[config.mk]
export PLATFORM = sky130hd
export DESIGN_NAME = npc_ctrl_flat
export DESIGN_NICKNAME = d
export VERILOG_FILES = /design/src/rtl/npc_pkg.sv /design/src/rtl/npc_ctrl_if.sv /design/src/rtl/npc_opclass.sv /design/src/rtl/npc_ctrl.sv /design/src/flat_wrapper.sv
export SDC_FILE = /design/constraint.sdc
export NUM_CORES = 1
export LEC_CHECK = 0
export ABC_AREA = 0
export CAP_MARGIN = 25
export CORE_MARGIN = 10
export CORE_UTILIZATION = 40
export DETAILED_ROUTE_END_ITERATION = 6
export PLACE_DENSITY = 0.67
export SETUP_SLACK_MARGIN = 0.3
export SLEW_MARGIN = 30
export SYNTH_ARGS = -nofsm -noshare
export SYNTH_HDL_FRONTEND = slang
export SYNTH_SLANG_ARGS = --single-unit
[constraint.sdc]
create_clock -name clk -period 1.95 [get_ports clk]
set_clock_uncertainty 0.2 [all_clocks]
set_input_delay 0.39 -clock clk [delete_from_list [all_inputs] [get_ports clk]]
set_output_delay 0.39 -clock clk [all_outputs]
set_load 0.005 [all_outputs]
[src/rtl/npc_pkg.sv]
// Shared definitions for the npc core: RV32 major opcodes, controller
// states and the opcode class record produced by the classifier.
package npc_pkg;

   localparam int unsigned OPC_W = 7;

   localparam logic [OPC_W-1:0] OP_LUI    = 7'b0110111;
   localparam logic [OPC_W-1:0] OP_AUIPC  = 7'b0010111;
   localparam logic [OPC_W-1:0] OP_JAL    = 7'b1101111;
   localparam logic [OPC_W-1:0] OP_JALR   = 7'b1100111;
   localparam logic [OPC_W-1:0] OP_BRANCH = 7'b1100011;
   localparam logic [OPC_W-1:0] OP_LOAD   = 7'b0000011;
   localparam logic [OPC_W-1:0] OP_STORE  = 7'b0100011;
   localparam logic [OPC_W-1:0] OP_OPIMM  = 7'b0010011;
   localparam logic [OPC_W-1:0] OP_OP     = 7'b0110011;
   localparam logic [OPC_W-1:0] OP_SYSTEM = 7'b1110011;

   typedef enum logic [2:0] {
      FETCH,
      DECODE,
      EXEC,
      MEM,
      WB,
      HALT
   } state_t;

   typedef struct packed {
      logic legal;
      logic is_mem;
      logic is_store;
      logic writes_rd;
      logic is_sys;
   } opclass_t;

endpackage

[src/rtl/npc_ctrl_if.sv]
// Handshake bundle between the sequencing controller and the fetch, LSU,
// decoder and writeback logic of the core.
interface npc_ctrl_if #(
   parameter int unsigned CNT_W = 32
);
   logic                      ifu_req;
   logic                      ifu_rvalid;
   logic                      inst_we;
   logic [npc_pkg::OPC_W-1:0] opcode;
   logic                      ebreak;
   logic                      lsu_req;
   logic                      lsu_wen;
   logic                      lsu_ack;
   logic                      rf_we;
   logic                      pc_we;
   logic                      halt;
   logic                      bad_inst;
   logic                      timeout;
   logic [CNT_W-1:0]          retired;

   modport master (
      input  ifu_rvalid, opcode, ebreak, lsu_ack,
      output ifu_req, inst_we, lsu_req, lsu_wen, rf_we, pc_we,
             halt, bad_inst, timeout, retired
   );

   modport slave (
      output ifu_rvalid, opcode, ebreak, lsu_ack,
      input  ifu_req, inst_we, lsu_req, lsu_wen, rf_we, pc_we,
             halt, bad_inst, timeout, retired
   );
endinterface

[src/rtl/npc_opclass.sv]
// Combinational RV32 major-opcode classifier: legality, memory access,
// store, destination-register write and SYSTEM flags.
module npc_opclass
   import npc_pkg::*;
(
   input  logic [OPC_W-1:0] i_opcode,
   output opclass_t         o_class
);

   always_comb begin
      o_class = '0;
      case (i_opcode)
         OP_LUI, OP_AUIPC, OP_JAL, OP_JALR, OP_OP, OP_OPIMM: begin
            o_class.legal     = 1'b1;
            o_class.writes_rd = 1'b1;
         end
         OP_LOAD: begin
            o_class.legal     = 1'b1;
            o_class.is_mem    = 1'b1;
            o_class.writes_rd = 1'b1;
         end
         OP_STORE: begin
            o_class.legal    = 1'b1;
            o_class.is_mem   = 1'b1;
            o_class.is_store = 1'b1;
         end
         OP_BRANCH: o_class.legal = 1'b1;
         OP_SYSTEM: begin
            o_class.legal  = 1'b1;
            o_class.is_sys = 1'b1;
         end
         default: o_class = '0;
      endcase
   end

endmodule

[src/rtl/npc_ctrl.sv]
// Multi-cycle FETCH/DECODE/EXEC/MEM/WB sequencer for the RV32 core, with
// ebreak/illegal-opcode halt, memory-wait timeout and retired counter.
module npc_ctrl
   import npc_pkg::*;
#(
   parameter int unsigned CNT_W = 32,
   parameter int unsigned TO_W  = 8
)(
   input  logic       clk,
   input  logic       rst,
   npc_ctrl_if.master bus
);

   state_t           r_state;
   state_t           w_next;
   opclass_t         w_class;
   logic             r_is_mem;
   logic             r_is_store;
   logic             r_writes_rd;
   logic [TO_W-1:0]  r_to;
   logic [CNT_W-1:0] r_retired;
   logic             r_ifu_req;
   logic             r_lsu_req;
   logic             r_lsu_wen;
   logic             r_rf_we;
   logic             r_pc_we;
   logic             r_halt;
   logic             r_bad;
   logic             r_timeout;
   logic             w_fetch_done;
   logic             w_mem_done;
   logic             w_to_sat;
   logic             w_waiting;

   npc_opclass u_opclass (
      .i_opcode (bus.opcode),
      .o_class  (w_class)
   );

   // r_to holds the 1-based index of the current waiting cycle, so all-ones
   // marks the last cycle in which a response is still accepted.
   assign w_to_sat     = (r_to == '1);
   assign w_waiting    = r_ifu_req || r_lsu_req;
   assign w_fetch_done = r_ifu_req && bus.ifu_rvalid;
   assign w_mem_done   = r_lsu_req && bus.lsu_ack;

   always_comb begin
      w_next = r_state;
      case (r_state)
         FETCH: begin
            if (w_fetch_done)                w_next = DECODE;
            else if (r_ifu_req && w_to_sat)  w_next = HALT;
         end
         DECODE: begin
            if (!w_class.legal || (w_class.is_sys && bus.ebreak)) w_next = HALT;
            else                                                  w_next = EXEC;
         end
         EXEC:    w_next = r_is_mem ? MEM : WB;
         MEM: begin
            if (w_mem_done)     w_next = WB;
            else if (w_to_sat)  w_next = HALT;
         end
         WB:      w_next = FETCH;
         HALT:    w_next = HALT;
         default: w_next = FETCH;
      endcase
   end

   // Outputs are registered from the state being entered, so each is valid
   // for exactly the cycles spent in its state.
   always_ff @(posedge clk or posedge rst) begin
      if (rst) begin
         r_state     <= FETCH;
         r_is_mem    <= 1'b0;
         r_is_store  <= 1'b0;
         r_writes_rd <= 1'b0;
         r_to        <= TO_W'(1);
         r_retired   <= '0;
         r_ifu_req   <= 1'b0;
         r_lsu_req   <= 1'b0;
         r_lsu_wen   <= 1'b0;
         r_rf_we     <= 1'b0;
         r_pc_we     <= 1'b0;
         r_halt      <= 1'b0;
         r_bad       <= 1'b0;
         r_timeout   <= 1'b0;
      end else begin
         r_state   <= w_next;
         r_ifu_req <= (w_next == FETCH);
         r_lsu_req <= (w_next == MEM);
         r_lsu_wen <= (w_next == MEM) && r_is_store;
         r_rf_we   <= (w_next == WB) && r_writes_rd;
         r_pc_we   <= (w_next == WB);
         r_halt    <= (w_next == HALT);

         if (r_state == DECODE) begin
            r_is_mem    <= w_class.is_mem;
            r_is_store  <= w_class.is_store;
            r_writes_rd <= w_class.writes_rd;
            if (!w_class.legal) r_bad <= 1'b1;
         end

         if (((r_state == FETCH) || (r_state == MEM)) && (w_next == HALT))
            r_timeout <= 1'b1;

         if (w_next != r_state)         r_to <= TO_W'(1);
         else if (w_waiting && !w_to_sat) r_to <= r_to + TO_W'(1);

         if (w_next == WB) r_retired <= r_retired + CNT_W'(1);
      end
   end

   assign bus.ifu_req  = r_ifu_req;
   assign bus.inst_we  = w_fetch_done;
   assign bus.lsu_req  = r_lsu_req;
   assign bus.lsu_wen  = r_lsu_wen;
   assign bus.rf_we    = r_rf_we;
   assign bus.pc_we    = r_pc_we;
   assign bus.halt     = r_halt;
   assign bus.bad_inst = r_bad;
   assign bus.timeout  = r_timeout;
   assign bus.retired  = r_retired;

endmodule

[src/flat_wrapper.sv]
// flat-port wrapper written by rule: the top's interface ports become plain ports
module npc_ctrl_flat import npc_pkg::*;
#(
   parameter int unsigned CNT_W = 32,
   parameter int unsigned TO_W  = 8
)
  (clk, rst, bus_ifu_rvalid, bus_opcode, bus_ebreak, bus_lsu_ack, bus_ifu_req, bus_inst_we, bus_lsu_req, bus_lsu_wen, bus_rf_we, bus_pc_we, bus_halt, bus_bad_inst, bus_timeout, bus_retired);
  npc_ctrl_if #(.CNT_W(CNT_W)) bus_i ();
  input  logic clk;
  input  logic rst;
  input wire logic [$bits(bus_i.ifu_rvalid)-1:0] bus_ifu_rvalid;
  input wire logic [$bits(bus_i.opcode)-1:0] bus_opcode;
  input wire logic [$bits(bus_i.ebreak)-1:0] bus_ebreak;
  input wire logic [$bits(bus_i.lsu_ack)-1:0] bus_lsu_ack;
  output wire logic [$bits(bus_i.ifu_req)-1:0] bus_ifu_req;
  output wire logic [$bits(bus_i.inst_we)-1:0] bus_inst_we;
  output wire logic [$bits(bus_i.lsu_req)-1:0] bus_lsu_req;
  output wire logic [$bits(bus_i.lsu_wen)-1:0] bus_lsu_wen;
  output wire logic [$bits(bus_i.rf_we)-1:0] bus_rf_we;
  output wire logic [$bits(bus_i.pc_we)-1:0] bus_pc_we;
  output wire logic [$bits(bus_i.halt)-1:0] bus_halt;
  output wire logic [$bits(bus_i.bad_inst)-1:0] bus_bad_inst;
  output wire logic [$bits(bus_i.timeout)-1:0] bus_timeout;
  output wire logic [$bits(bus_i.retired)-1:0] bus_retired;
  assign bus_i.ifu_rvalid = bus_ifu_rvalid;
  assign bus_i.opcode = bus_opcode;
  assign bus_i.ebreak = bus_ebreak;
  assign bus_i.lsu_ack = bus_lsu_ack;
  assign bus_ifu_req = bus_i.ifu_req;
  assign bus_inst_we = bus_i.inst_we;
  assign bus_lsu_req = bus_i.lsu_req;
  assign bus_lsu_wen = bus_i.lsu_wen;
  assign bus_rf_we = bus_i.rf_we;
  assign bus_pc_we = bus_i.pc_we;
  assign bus_halt = bus_i.halt;
  assign bus_bad_inst = bus_i.bad_inst;
  assign bus_timeout = bus_i.timeout;
  assign bus_retired = bus_i.retired;
  npc_ctrl #(.CNT_W(CNT_W), .TO_W(TO_W)) u_core (.clk(clk), .rst(rst), .bus(bus_i));
endmodule
# Word-level counts from Yosys, hierarchy flattened
# Cells that the tools add are included.
# W data, S select, Z words.
[totals] in_bits=12 elab_cells=70 register_bits=54
[op_classes] n_addsub=2 n_reduce_logical=20 mux=14 bitwise=1 n_eq_ne=19
[ops] cell="$add A32 B1 Y32 const B" n=1
[ops] cell="$eq A7 B7 Y1 const B" n=4
[ops] cell="$eq A7 B6 Y1 const B" n=3
[ops] cell="$mux W3" n=6
[ops] cell="$mux W8" n=2
[ops] cell="$pmux W3 S5" n=1
[ops] cell="$eq A7 B5 Y1 const B" n=2
[ops] cell="$reduce_or A10 Y1" n=1
[ops] cell="$eq A3 B2 Y1 const B" n=3
[ops] cell="$eq A3 B3 Y1 const B" n=3
[ops] cell="$add A8 B1 Y8 const B" n=1
[ops] cell="$eq A8 B8 Y1 const B" n=1
[ops] cell="$logic_and A1 B1 Y1" n=8
[ops] cell="$eq A7 B2 Y1 const B" n=1
[ops] cell="$reduce_or A7 Y1" n=1
[ops] cell="$logic_not A3 Y1" n=2
[ops] cell="$mux W1" n=5
[ops] cell="$eq A3 B1 Y1 const B" n=1
[ops] cell="$logic_or A1 B1 Y1" n=3
[ops] cell="$ne A3 B3 Y1" n=1
[ops] cell="$logic_not A1 Y1" n=2
[ops] cell="$reduce_and A2 Y1" n=1
[ops] cell="$reduce_bool A2 Y1" n=1
[ops] cell="$reduce_or A2 Y1" n=1
[ops] cell="$not A1 Y1" n=1

# Longest topological paths before layout
# Gate-level depths: netlist of the first run.
[logic_depth] word_depth=9 depth_mapped=6 mapped_depth_nobuf=6

# Cells and area by module
# A second synthesis of the first run with hierarchy kept.
[unflattened] hier_cells=249 hier_area_um2=2626.3
[by_module_without_submodules] module="npc_ctrl" n_inst=1 cells_per_inst=234 area_each_um2=2527.4 seq_area_each_um2=1352.5
[by_module_without_submodules] module="npc_opclass" n_inst=1 cells_per_inst=15 area_each_um2=98.8 seq_area_each_um2=0.0

# Worst setup path before layout of the first run
# Ideal clock, no wire load.
[synth_path] path_type="register to register" start="reg u_core.r_to[0]" end="reg u_core.r_to[1]" synth_period_minus_slack_ns=2.074 setup_ns=0.119 path_buffers=0 setup_slack_ns=-0.124 arrival_time_ns=1.755 stages_incl_launch_ff=7 cell_sequence="dfstp_2 > ha_1 > and3_1 > a21oi_1 > o311a_1 > o2111a_2 > o21a_1"
[synth_between] elab_chain_cells=7 elab_cells_between_ends=14
[synth_rtl] item="start: declaration" line="npc_ctrl.sv:20" text="logic [TO_W-1:0] r_to;"
[synth_rtl] item="start signal: assignment" line="npc_ctrl.sv:107" text="else if (w_waiting && !w_to_sat) r_to <= r_to + TO_W'(1);"
[synth_rtl] item="$eq A8 B8 Y1" line="npc_ctrl.sv:42" text="assign w_to_sat = (r_to == '1);"
[synth_rtl] item="$logic_and A1 B1 Y1" line="npc_ctrl.sv:52" text="else if (r_ifu_req && w_to_sat) w_next = HALT;"
[synth_rtl] item="$mux W3" line="npc_ctrl.sv:52"
[synth_rtl] item="$mux W3" line="npc_ctrl.sv:51" text="if (w_fetch_done) w_next = DECODE;"
[synth_rtl] item="$pmux W3 S5" line="npc_ctrl.sv:49" text="case (r_state)"
[synth_rtl] item="$ne A3 B3 Y1" line="npc_ctrl.sv:106" text="if (w_next != r_state) r_to <= TO_W'(1);"
[synth_rtl] item="$mux W8 or $reduce_bool A2 Y1 (tied branches)"
# Parallel ways exist; a longest one is shown, timed or not. The select of a mux whose other input is x is not followed.
# A chain may end at the register's enable or synchronous reset.

# Worst setup path in the final report of the first run
[layout_path] start="reg u_core.r_to[0]" end="reg u_core.r_to[6]"
# Same word-level chain as after synthesis.

==> reports/results.txt, run 1 <==
sequential cell area -> 1354 um2
run status -> finished with violations
Switching Fraction -> 30.78%
layout cells sized above 1 -> 50.87%
Max Fclk -> 486.1 MHz
htree depth -> 2
max_cap viols -> 0
Final Non-Filler Cells -> 478
Period Utilization, post-route -> 105.5%
HP Class -> input port to asynchronous set/reset pin
Nets -> 415
RSZ-0062 raised after global routing -> true
WP data arrival -> 2.06 ns
Via density -> 5.161
leading area contributor after synthesis -> dfrtp_1
global-route wire length before repair -> 12260 um
Vias -> 2467
CTS root buf -> clkbuf_8
number of remaining DRC errors -> 0
Die Y -> 100.6 um
Worst Setup Start Kind -> register
# diodes -> 0
Final WS setup -> -0.1074 ns
Multi-input gate area -> 1629 um2
reg2reg end -> u_core.r_to[6]
reg2reg setup slack -> -0.11 ns
Cell Area, Synth -> 2596 um2
Synth Flop Type -> dfrtp_1
fin util -> 73.74%
max reg flops -> 32
CTS Hold Bufs -> 0
remaining global-route overflow -> 0
first-iteration detailed-routing DRC count -> 90
failing checks -> negative setup slack
Least-Margin Pin Slew -> 0.5278 ns
Placed Cells -> 409
routed length per instance -> 16.45 um
Crit Path Max Fanout -> 8
Syn Nets -> 249
RD Place Congestion -> 0.8579
antenna violations before repair -> 0
final slew viol count -> 0
row count -> 29
synthesized area per cell -> 11.05 um2
# fillers -> 431
Leak -> 2.368 nW
crit path kind -> register to register
Critical Path End Type -> register
async set-reset flop share out of synthesis -> 100.0%
r2r worst-path depth -> 6
Clock Latency Late Sink -> 0.30 ns
fraction of the yosys area taken by sequential cells -> 52.10%
TritonCTS clock tree -> yes
clock tree buffer depth -> 2
clock network power share -> 23.4%
number of routed nets with antenna violations -> 0
Synthesis Warnings -> 0
Syn-to-layout area delta -> 79.33%
die area -> 10110 um2
hpwl dp -> 4726 um
vias in the first global route -> 2618
IO Count -> 53
Tmin final -> 2.057 ns
CTS buffer count -> 5
Reg-to-Reg Start -> u_core.r_to[0]
Rel. slew slack -> 64.69%
Final Setup Violations -> 11
Worst-path clk slew -> 0.09 ns
Int Pwr -> 0.002262 W
#FFs+latches synth -> 54
port buffer count -> 52
chip width -> 100.6 um
Tot GR Track Use -> 14.63%
CTS sink cnt -> 54
number of synthesized flops with an enable pin -> 0
most frequent cells in the layout -> 67 x buf_4, 52 x dfrtp_1, 47 x buf_6, 28 x dlygate4sd2_1, 16 x xnor2_1
CP required -> 1.95 ns
core area -> 6314 um2
Initial Util -> 41.12%
synth unique cells -> 43
ranking of synthesized cells by area -> dfrtp_1 51%, xnor2_1 7.8%, xor2_1 4.0%, nand3_1 3.5%, and3_1 2.7%
commonest non-fill, non-tap cell in the layout -> buf_4
Routed Wire Length -> 7862 um
CP startpoint -> u_core.r_to[0]
router iterations before antenna repair -> 4
Comb power frac -> 36.6%
Hold Fails Final Rpt -> 0
switching power -> 0.001006 W
worst ir drop on vdd -> 0.5366 mV
largest net degree at the start of global routing -> 32
Synth top area share -> 51.08%
Synth Instances -> 235
Flop pwr share -> 40.0%
power density over cell area -> 701.9 nW/um2
[cell usage after synthesis (all sizes together) (2+ instances only)]
cell / number
a21boi: 2
a21oi: 7
and2: 5
and3: 11
and4: 5
and4b: 2
dfrtp: 53
ha: 2
inv: 3
mux2: 3
nand2: 15
nand2b: 7
nand3: 18
nand4: 10
nor2: 16
nor3: 4
nor3b: 2
nor4: 2
o2111ai: 3
o21a: 7
o21ai: 4
o21bai: 2
o31ai: 2
or2: 2
xnor2: 23
xor2: 12
[routing by layer]
metal | up-vias | global-route usage, % | wire, um
met4 | 0 | 3.587 | 97
li1 | 1180 | - | -
met2 | 51 | 26.85 | 4206
met3 | 9 | 4.664 | 374
met1 | 1227 | 15.82 | 3183
met5 | - | 0 | 0
[stage by stage]
stage	TNS, ns	instance area [um2]	total power, W	hold slack, ns	setup WS [ns]
after floorplan	-0.2258	2674	0.001738	0.2402	-0.03226
after CTS	-0.7338	4332	0.003116	0.1996	-0.1045
after global placement	-8.760	3637	0.002117	0.2507	-0.4182
final	-0.8171	4656	0.003268	0.1996	-0.1074
after detailed placement	-9.152	3637	0.002139	0.2631	-0.4726
after global routing	-2.112	4656	0.003432	0.2138	-0.1730
[kinds of logic (layout without fill, tap and decap cells)]
family | Yosys count | in the layout | share of synthesized area [%]
adders and majority gates | 2 | 2 | 0.9637
AOI/OAI and AO/OA | 33 | 33 | 10.17
muxes | 4 | 4 | 1.687
buffers and inverters | 4 | 170 | 0.7230
and+or+nand+nor | 103 | 103 | 22.55
xor gates and xnor gates | 35 | 35 | 11.81
DFF | 54 | 54 | 52.10
[cell type report]
cell class                 count  share of cell area (%)
clock buffer                   6                   1.774
clock inverter                 1                  0.6450
inverter                       3                  0.3225
multi-input combinational    177                   34.99
sequential                    54                   29.08
tap                           77                   2.069
timing repair buffer         160                   31.12
[power groups by stage]
stage | sequential [W] | combinational, W | clock [W]
2_1_floorplan | 0.00133 | 0.000408 | 0
3_3_place_gp | 0.00132 | 0.000794 | 0
3_5_place_dp | 0.00133 | 0.000813 | 0
4_1_cts | 0.00130 | 0.00104 | 0.000783
5_1_grt | 0.00132 | 0.00129 | 0.000822
6_report | 0.00131 | 0.00120 | 0.000766
[worst max-delay path by stage]
stage,end,slack (ns)
4_1_cts,u_core.r_to[6],-0.10
6_report,u_core.r_to[6],-0.11
3_3_place_gp,u_core.r_to[7],-0.42
5_1_grt,u_core.r_to[6],-0.17
2_1_floorplan,u_core.r_to[1],-0.03
3_5_place_dp,u_core.r_to[6],-0.47
[timing repair]
action	4_1_cts	5_1_grt
pin swaps	41	19
buffers inserted	40	22
cloned	0	0
setup endpoints to repair	88	65
resized for setup	145	55
[critical path, cell delays in order (launching register included)]
cell	delay [ns]
dfstp_2	0.56
ha_4	0.13
and3_4	0.19
a21oi_2	0.06
o311a_1	0.30
o2111a_2	0.32
o21a_1	0.19
(Power assumes the default switching activity.)
==> run 2, diff against run 1 <==
- TNS_END_PERCENT: unset -> 20
==> reports/results.txt, run 2 (synthesis gave the netlist of run 1 again) <==
Worst-path clk slew -> 0.11 ns (+0.02 ns)
r2r worst-path depth -> 6 (unchanged)
port buffer count -> 52 (unchanged)
number of routed nets with antenna violations -> 0 (unchanged)
# diodes -> 0 (unchanged)
Via density -> 5.209 (+0.94%)
number of remaining DRC errors -> 0 (unchanged)
Comb power frac -> 34.3% (-2.3 points)
core area -> 6314 um2 (unchanged)
remaining global-route overflow -> 0 (unchanged)
CP required -> 1.95 ns (about the same)
Max Fclk -> 491.6 MHz (+1.1%)
max_cap viols -> 0 (unchanged)
Worst Setup Start Kind -> register
RSZ-0062 raised after global routing -> true
worst ir drop on vdd -> 0.5139 mV (-4.2%)
hpwl dp -> 4857 um (+2.8%)
Nets -> 380 (-8.4%)
Period Utilization, post-route -> 104.3% (-1.2 points)
final slew viol count -> 0 (unchanged)
crit path kind -> register to register
Final Setup Violations -> 8 (-3)
global-route wire length before repair -> 11270 um (-8.0%)
layout cells sized above 1 -> 49.86% (-1.0 points)
CTS sink cnt -> 54 (unchanged)
Hold Fails Final Rpt -> 0 (unchanged)
die area -> 10110 um2 (unchanged)
setup TNS -> -0.5653 ns (+0.2518 ns)
vias in the first global route -> 2320 (-11%)
Crit Path Max Fanout -> 8 (unchanged)
RD Place Congestion -> 0.8404 (-2.0%)
htree depth -> 2 (unchanged)
WP data arrival -> 2.04 ns (-0.02 ns)
switching power -> 0.001022 W (+1.6%)
Least-Margin Pin Slew -> 0.5982 ns (+0.07047 ns)
antenna violations before repair -> 0 (unchanged)
reg2reg end -> u_core.r_to[6]
row count -> 29 (unchanged)
failing checks -> negative setup slack
total power -> 0.003040 W (-7.0%)
Routed Wire Length -> 7345 um (-6.6%)
Clock Latency Late Sink -> 0.32 ns (+0.02 ns)
Tmin final -> 2.034 ns (-0.02300 ns)
Rel. slew slack -> 59.97% (-4.7 points)
Leak -> 2.135 nW (-9.8%)
Initial Util -> 41.12% (unchanged)
reg2reg setup slack -> -0.08 ns (+0.02 ns)
most frequent cells in the layout -> 49 x buf_4, 45 x dfrtp_1, 26 x buf_6, 24 x dlygate4sd2_1, 14 x xnor2_1
chip width -> 100.6 um (unchanged)
Vias -> 2313 (-6.2%)
router iterations before antenna repair -> 6 (+2)
run status -> finished with violations
Die Y -> 100.6 um (unchanged)
CTS root buf -> clkbuf_8
largest net degree at the start of global routing -> 29 (-9.4%)
clock network power share -> 22.3% (-1.1 points)
routed length per instance -> 16.54 um (+0.58%)
power density over cell area -> 703.6 nW/um2 (+0.25%)
IO Count -> 53 (unchanged)
Critical Path End Type -> register
TritonCTS clock tree -> yes
HP Class -> input port to asynchronous set/reset pin
Switching Fraction -> 33.61% (+2.8 points)
Int Pwr -> 0.002018 W (-11%)
clock tree buffer depth -> 2 (unchanged)
CTS Hold Bufs -> 0 (unchanged)
first-iteration detailed-routing DRC count -> 71 (-21%)
Tot GR Track Use -> 13.32% (-1.3 points)
Reg-to-Reg Start -> u_core.r_to[0]
max reg flops -> 32 (unchanged)
Final WS setup -> -0.08436 ns (+0.02300 ns)
CTS buffer count -> 5 (unchanged)
Syn-to-layout area delta -> 66.41%
commonest non-fill, non-tap cell in the layout -> buf_4
Flop pwr share -> 43.4% (+3.4 points)
==> run 2: changes by cell type in the layout (fill, tap and decap cells not counted), sizes merged <==
cell,delta
buf,-36
bufinv,-1
clkbuf,+2
clkdlybuf4s15,+1
clkdlybuf4s50,+1
clkinv,+1
dlygate4sd2,-4
inv,+2
==> run 2: power by group through the flow <==
| stage | clock (W) | combinational, W | sequential [W] |
|---|---|---|---|
| after floorplan | 0 | 0.000396 | 0.00133 |
| after global placement | 0 | 0.000787 | 0.00133 |
| after detailed placement | 0 | 0.000798 | 0.00133 |
| after CTS | 0.000681 | 0.000988 | 0.00131 |
| after global routing | 0.000737 | 0.00114 | 0.00133 |
| final | 0.000679 | 0.00104 | 0.00132 |
==> run 2: final cells by class <==
| class | instances | area, um2 |
|---|---|---|
| Clock buffer | 5 | 68.82 |
| Clock inverter | 3 | 28.78 |
| Fill cell | 479 | 1993 |
| Inverter | 3 | 15.01 |
| Multi-Input combinational cell | 177 | 1678 |
| Sequential cell | 54 | 1363 |
| Tap cell | 77 | 96.34 |
| Timing Repair Buffer | 125 | 1071 |
==> run 2: per-stage QoR <==
| stage | instance area, um2 | hold WS [ns] | std cells | util, % | setup WS, ns |
|---|---|---|---|---|---|
| 2_1_floorplan | 2621 | 0.2402 | 235 | - | -0.03226 |
| 3_3_place_gp | 3613 | 0.2502 | 414 | 57.23 | -0.3896 |
| 4_1_cts | 4071 | 0.06853 | 433 | 64.49 | -0.1060 |
| 3_5_place_dp | 3613 | 0.2619 | 414 | 57.23 | -0.4443 |
| 6_report | 4320 | 0.06626 | 444 | 68.43 | -0.08436 |
| 5_1_grt | 4320 | 0.07004 | 444 | 68.43 | -0.1639 |
==> run 2: worst max path at each step <==
stage                   start  slack [ns]                endpoint
6_report       u_core.r_to[0]       -0.08          u_core.r_to[6]
5_1_grt        u_core.r_to[0]       -0.16          u_core.r_to[2]
4_1_cts        u_core.r_to[0]       -0.11          u_core.r_to[6]
3_5_place_dp    bus_opcode[6]       -0.44          u_core.r_to[6]
3_3_place_gp      bus_lsu_ack       -0.39  u_core.bus.retired[27]
2_1_floorplan  u_core.r_to[0]       -0.03          u_core.r_to[1]
==> run 2: critical path, cell delays in order (launching register included) <==
cell      delay [ns]
dfstp_2         0.57
ha_4            0.13
and3_4          0.18
a21oi_2         0.06
o311a_1         0.28
o2111a_2        0.32
o21a_1          0.19
==> run 2: timing repair <==
action / CTS / global route
resized for setup: 144 / 70
setup endpoints to repair: 91 / 75
setup buffers: 11 / 11
pin swaps: 55 / 48
==> run 2: layer usage <==
metal | global-route usage, % | vias to the layer above | wire (um)
li1 | - | 1111 | -
met1 | 16.27 | 1138 | 2992
met2 | 22.60 | 52 | 3878
met3 | 3.772 | 12 | 387
met4 | 3.152 | 0 | 87
met5 | 0 | - | 0
==> run 3, diff against run 2 <==
- CELL_PAD_IN_SITES_DETAIL_PLACEMENT: unset -> 1
- CELL_PAD_IN_SITES_GLOBAL_PLACEMENT: unset -> 1
- CORE_ASPECT_RATIO: unset -> 2
- CORE_UTILIZATION: 40 -> 36
- PLACE_DENSITY: 0.67 -> unset
- PLACE_DENSITY_LB_ADDON: unset -> 0.1
==> reports/results.txt, run 3 (synthesis gave the netlist of run 1 again) <==
max_cap viols -> 0 (unchanged)
CTS buffer count -> 5 (unchanged)
number of routed nets with antenna violations -> 0 (unchanged)
Routed Wire Length -> 8682 um (+18%)
Worst path depth -> 6 (unchanged)
RSZ-0062 raised after global routing -> true
Comb power frac -> 33.6% (-0.7 points)
clock tree buffer depth -> 2 (unchanged)
CTS root buf -> clkbuf_16
Hold WS -> 0.2270 ns (+0.1607 ns)
IO Count -> 53 (unchanged)
max reg flops -> 32 (unchanged)
router iterations before antenna repair -> 4 (-2)
CP delay by family, top -> compound AO/OA/AOI/OAI gates
Switching Fraction -> 30.22% (-3.4 points)
Rel. slew slack -> 58.55% (-1.4 points)
Tmin final -> 2.025 ns (-0.009802 ns)
Hold Fails Final Rpt -> 0 (unchanged)
# fillers -> 748 (+56%)
Leak -> 2.112 nW (-1.1%)
Int Pwr -> 0.002402 W (+19%)
Reg-to-Reg Start -> u_core.r_to[0]
power density over cell area -> 808.3 nW/um2 (+15%)
HP Class -> input port to asynchronous set/reset pin
CTS Hold Bufs -> 0 (unchanged)
sequential cell area -> 1358 um2 (-0.37%)
TritonCTS clock tree -> yes
core area -> 6994 um2 (+11%)
WP data arrival -> 2.02 ns (-0.02 ns)
chip width -> 80.05 um (-20%)
Final WS setup -> -0.07455 ns (+0.009802 ns)
port buffer count -> 52 (unchanged)
CP required -> 1.94 ns (about the same)
htree depth -> 2 (unchanged)
run status -> finished with violations
hpwl dp -> 6189 um (+27%)
Worst-path clk slew -> 0.07 ns (-0.04 ns)
CP cell instances -> ha_4 -> and3_4 -> a21oi_2 -> o311a_1 -> o2111a_2 -> o21a_1
RD Place Congestion -> 0.8171 (-2.8%)
global-route wire length before repair -> 13390 um (+19%)
Nets -> 381 (+0.26%)
Critical Path End Type -> register
die area -> 11220 um2 (+11%)
number of remaining DRC errors -> 0 (unchanged)
remaining global-route overflow -> 0 (unchanged)
most frequent cells in the layout -> 54 x buf_4, 49 x dfrtp_1, 25 x dlygate4sd2_1, 21 x xnor2_1, 20 x buf_6
# diodes -> 0 (unchanged)
first-iteration detailed-routing DRC count -> 87 (+23%)
vias in the first global route -> 2687 (+16%)
Max Fclk -> 493.9 MHz (+0.48%)
Least-Margin Pin Slew -> 0.6165 ns (+0.01827 ns)
crit path kind -> register to register
fin util -> 60.88% (-7.6 points)
failing checks -> negative setup slack
clock network power share -> 28.6% (+6.3 points)
Critical-path top delay cell -> dfstp_2
layout cells sized above 1 -> 44.02% (-5.8 points)
CTS sink cnt -> 54 (unchanged)
Placed Cells -> 434 (+4.8%)
largest net degree at the start of global routing -> 21 (-28%)
worst ir drop on vdd -> 0.6494 mV (+26%)
Crit Path Max Fanout -> 8 (unchanged)
Initial Util -> 37.12% (-4.0 points)
r2r worst-path depth -> 6 (unchanged)
row count -> 43 (+48%)
Via density -> 5.179 (-0.58%)
Flop pwr share -> 37.9% (-5.5 points)
Multi-input gate area -> 1515 um2 (-9.7%)
switching power -> 0.001040 W (+1.8%)
Die Y -> 140.1 um (+39%)
final slew viol count -> 0 (unchanged)
reg2reg setup slack -> -0.07 ns (about the same)
Tot GR Track Use -> 15.30% (+2.0 points)
Period Utilization, post-route -> 103.8% (-0.50 points)
Final Setup Violations -> 11 (+3)
Worst Setup Start Kind -> register
CP peak stage delay -> 0.55 ns (-0.02 ns)
Worst Setup EP -> u_core.r_to[6]
antenna violations before repair -> 0 (unchanged)
CP startpoint -> u_core.r_to[0]
commonest non-fill, non-tap cell in the layout -> buf_4
routed length per instance -> 18.96 um (+15%)
reg2reg end -> u_core.r_to[6]
CP bufs+invs -> 0 (unchanged)
Vias -> 2372 (+2.6%)
Clock Latency Late Sink -> 0.30 ns (-0.02 ns)
Final Non-Filler Cells -> 458 (+3.2%)
Syn-to-layout area delta -> 64.00%
==> run 3: changes by cell type in the layout (fill, tap and decap cells not counted), sizes merged, moves of 2 or more <==
cell	change
inv	-2
clkdlybuf4s15	+2
buf	-5
clkbuf	+6
==> run 3: cell type report <==
cell class                      instances  share of cell area, %
Timing Repair Buffer                  126                  25.62
Inverter                                3                 0.3526
Clock buffer                            8                  3.908
Sequential cell                        54                  31.88
Multi-Input combinational cell        177                  35.59
Tap cell                               90                  2.645
==> run 3: layer usage <==
layer	vias to the layer above	global-route usage [%]	wire length [um]
met2	54	31.49	5390
met3	17	3.141	277
met4	0	7.836	263
li1	1113	-	-
met5	-	0	0
met1	1188	12.18	2751
==> run 3: worst min path at each step <==
stage	startpoint	end	slack [ns]	depth (start not counted)
detailed placement	u_core.bus.timeout	u_core.bus.timeout	0.26	1
CTS	rst	u_core.bus.ifu_req	0.24	2
global placement	u_core.r_writes_rd	u_core.r_writes_rd	0.26	2
floorplan	u_core.r_writes_rd	u_core.r_writes_rd	0.24	2
global route	rst	u_core.bus.ifu_req	0.25	2
finish	rst	u_core.r_to[4]	0.23	2
==> run 3: power groups by stage <==
| stage | clock network [W] | registers, W | logic [W] |
|---|---|---|---|
| 6_report | 0.000984 | 0.00130 | 0.00115 |
| 3_5_place_dp | 0 | 0.00131 | 0.000915 |
| 4_1_cts | 0.000993 | 0.00129 | 0.00105 |
| 5_1_grt | 0.00105 | 0.00131 | 0.00126 |
| 2_1_floorplan | 0 | 0.00133 | 0.000396 |
| 3_3_place_gp | 0 | 0.00130 | 0.000904 |
==> run 3: through the flow <==
step	total power, W	TNS (ns)	area [um2]	setup WS, ns
detailed placement	0.002221	-12.36	3707	-0.4685
floorplan	0.001722	-0.2258	2621	-0.03226
global route	0.003626	-1.747	4258	-0.1342
CTS	0.003334	-0.6771	4128	-0.09503
global placement	0.002207	-11.28	3707	-0.4201
finish	0.003442	-0.4932	4258	-0.07455
==> run 3: timing repair <==
| item | 4_1_cts | 5_1_grt |
|---|---|---|
| setup buffers | 8 | 8 |
| pin swaps | 21 | 25 |
| setup endpoints to repair | 91 | 67 |
| gates resized for setup | 127 | 47 |
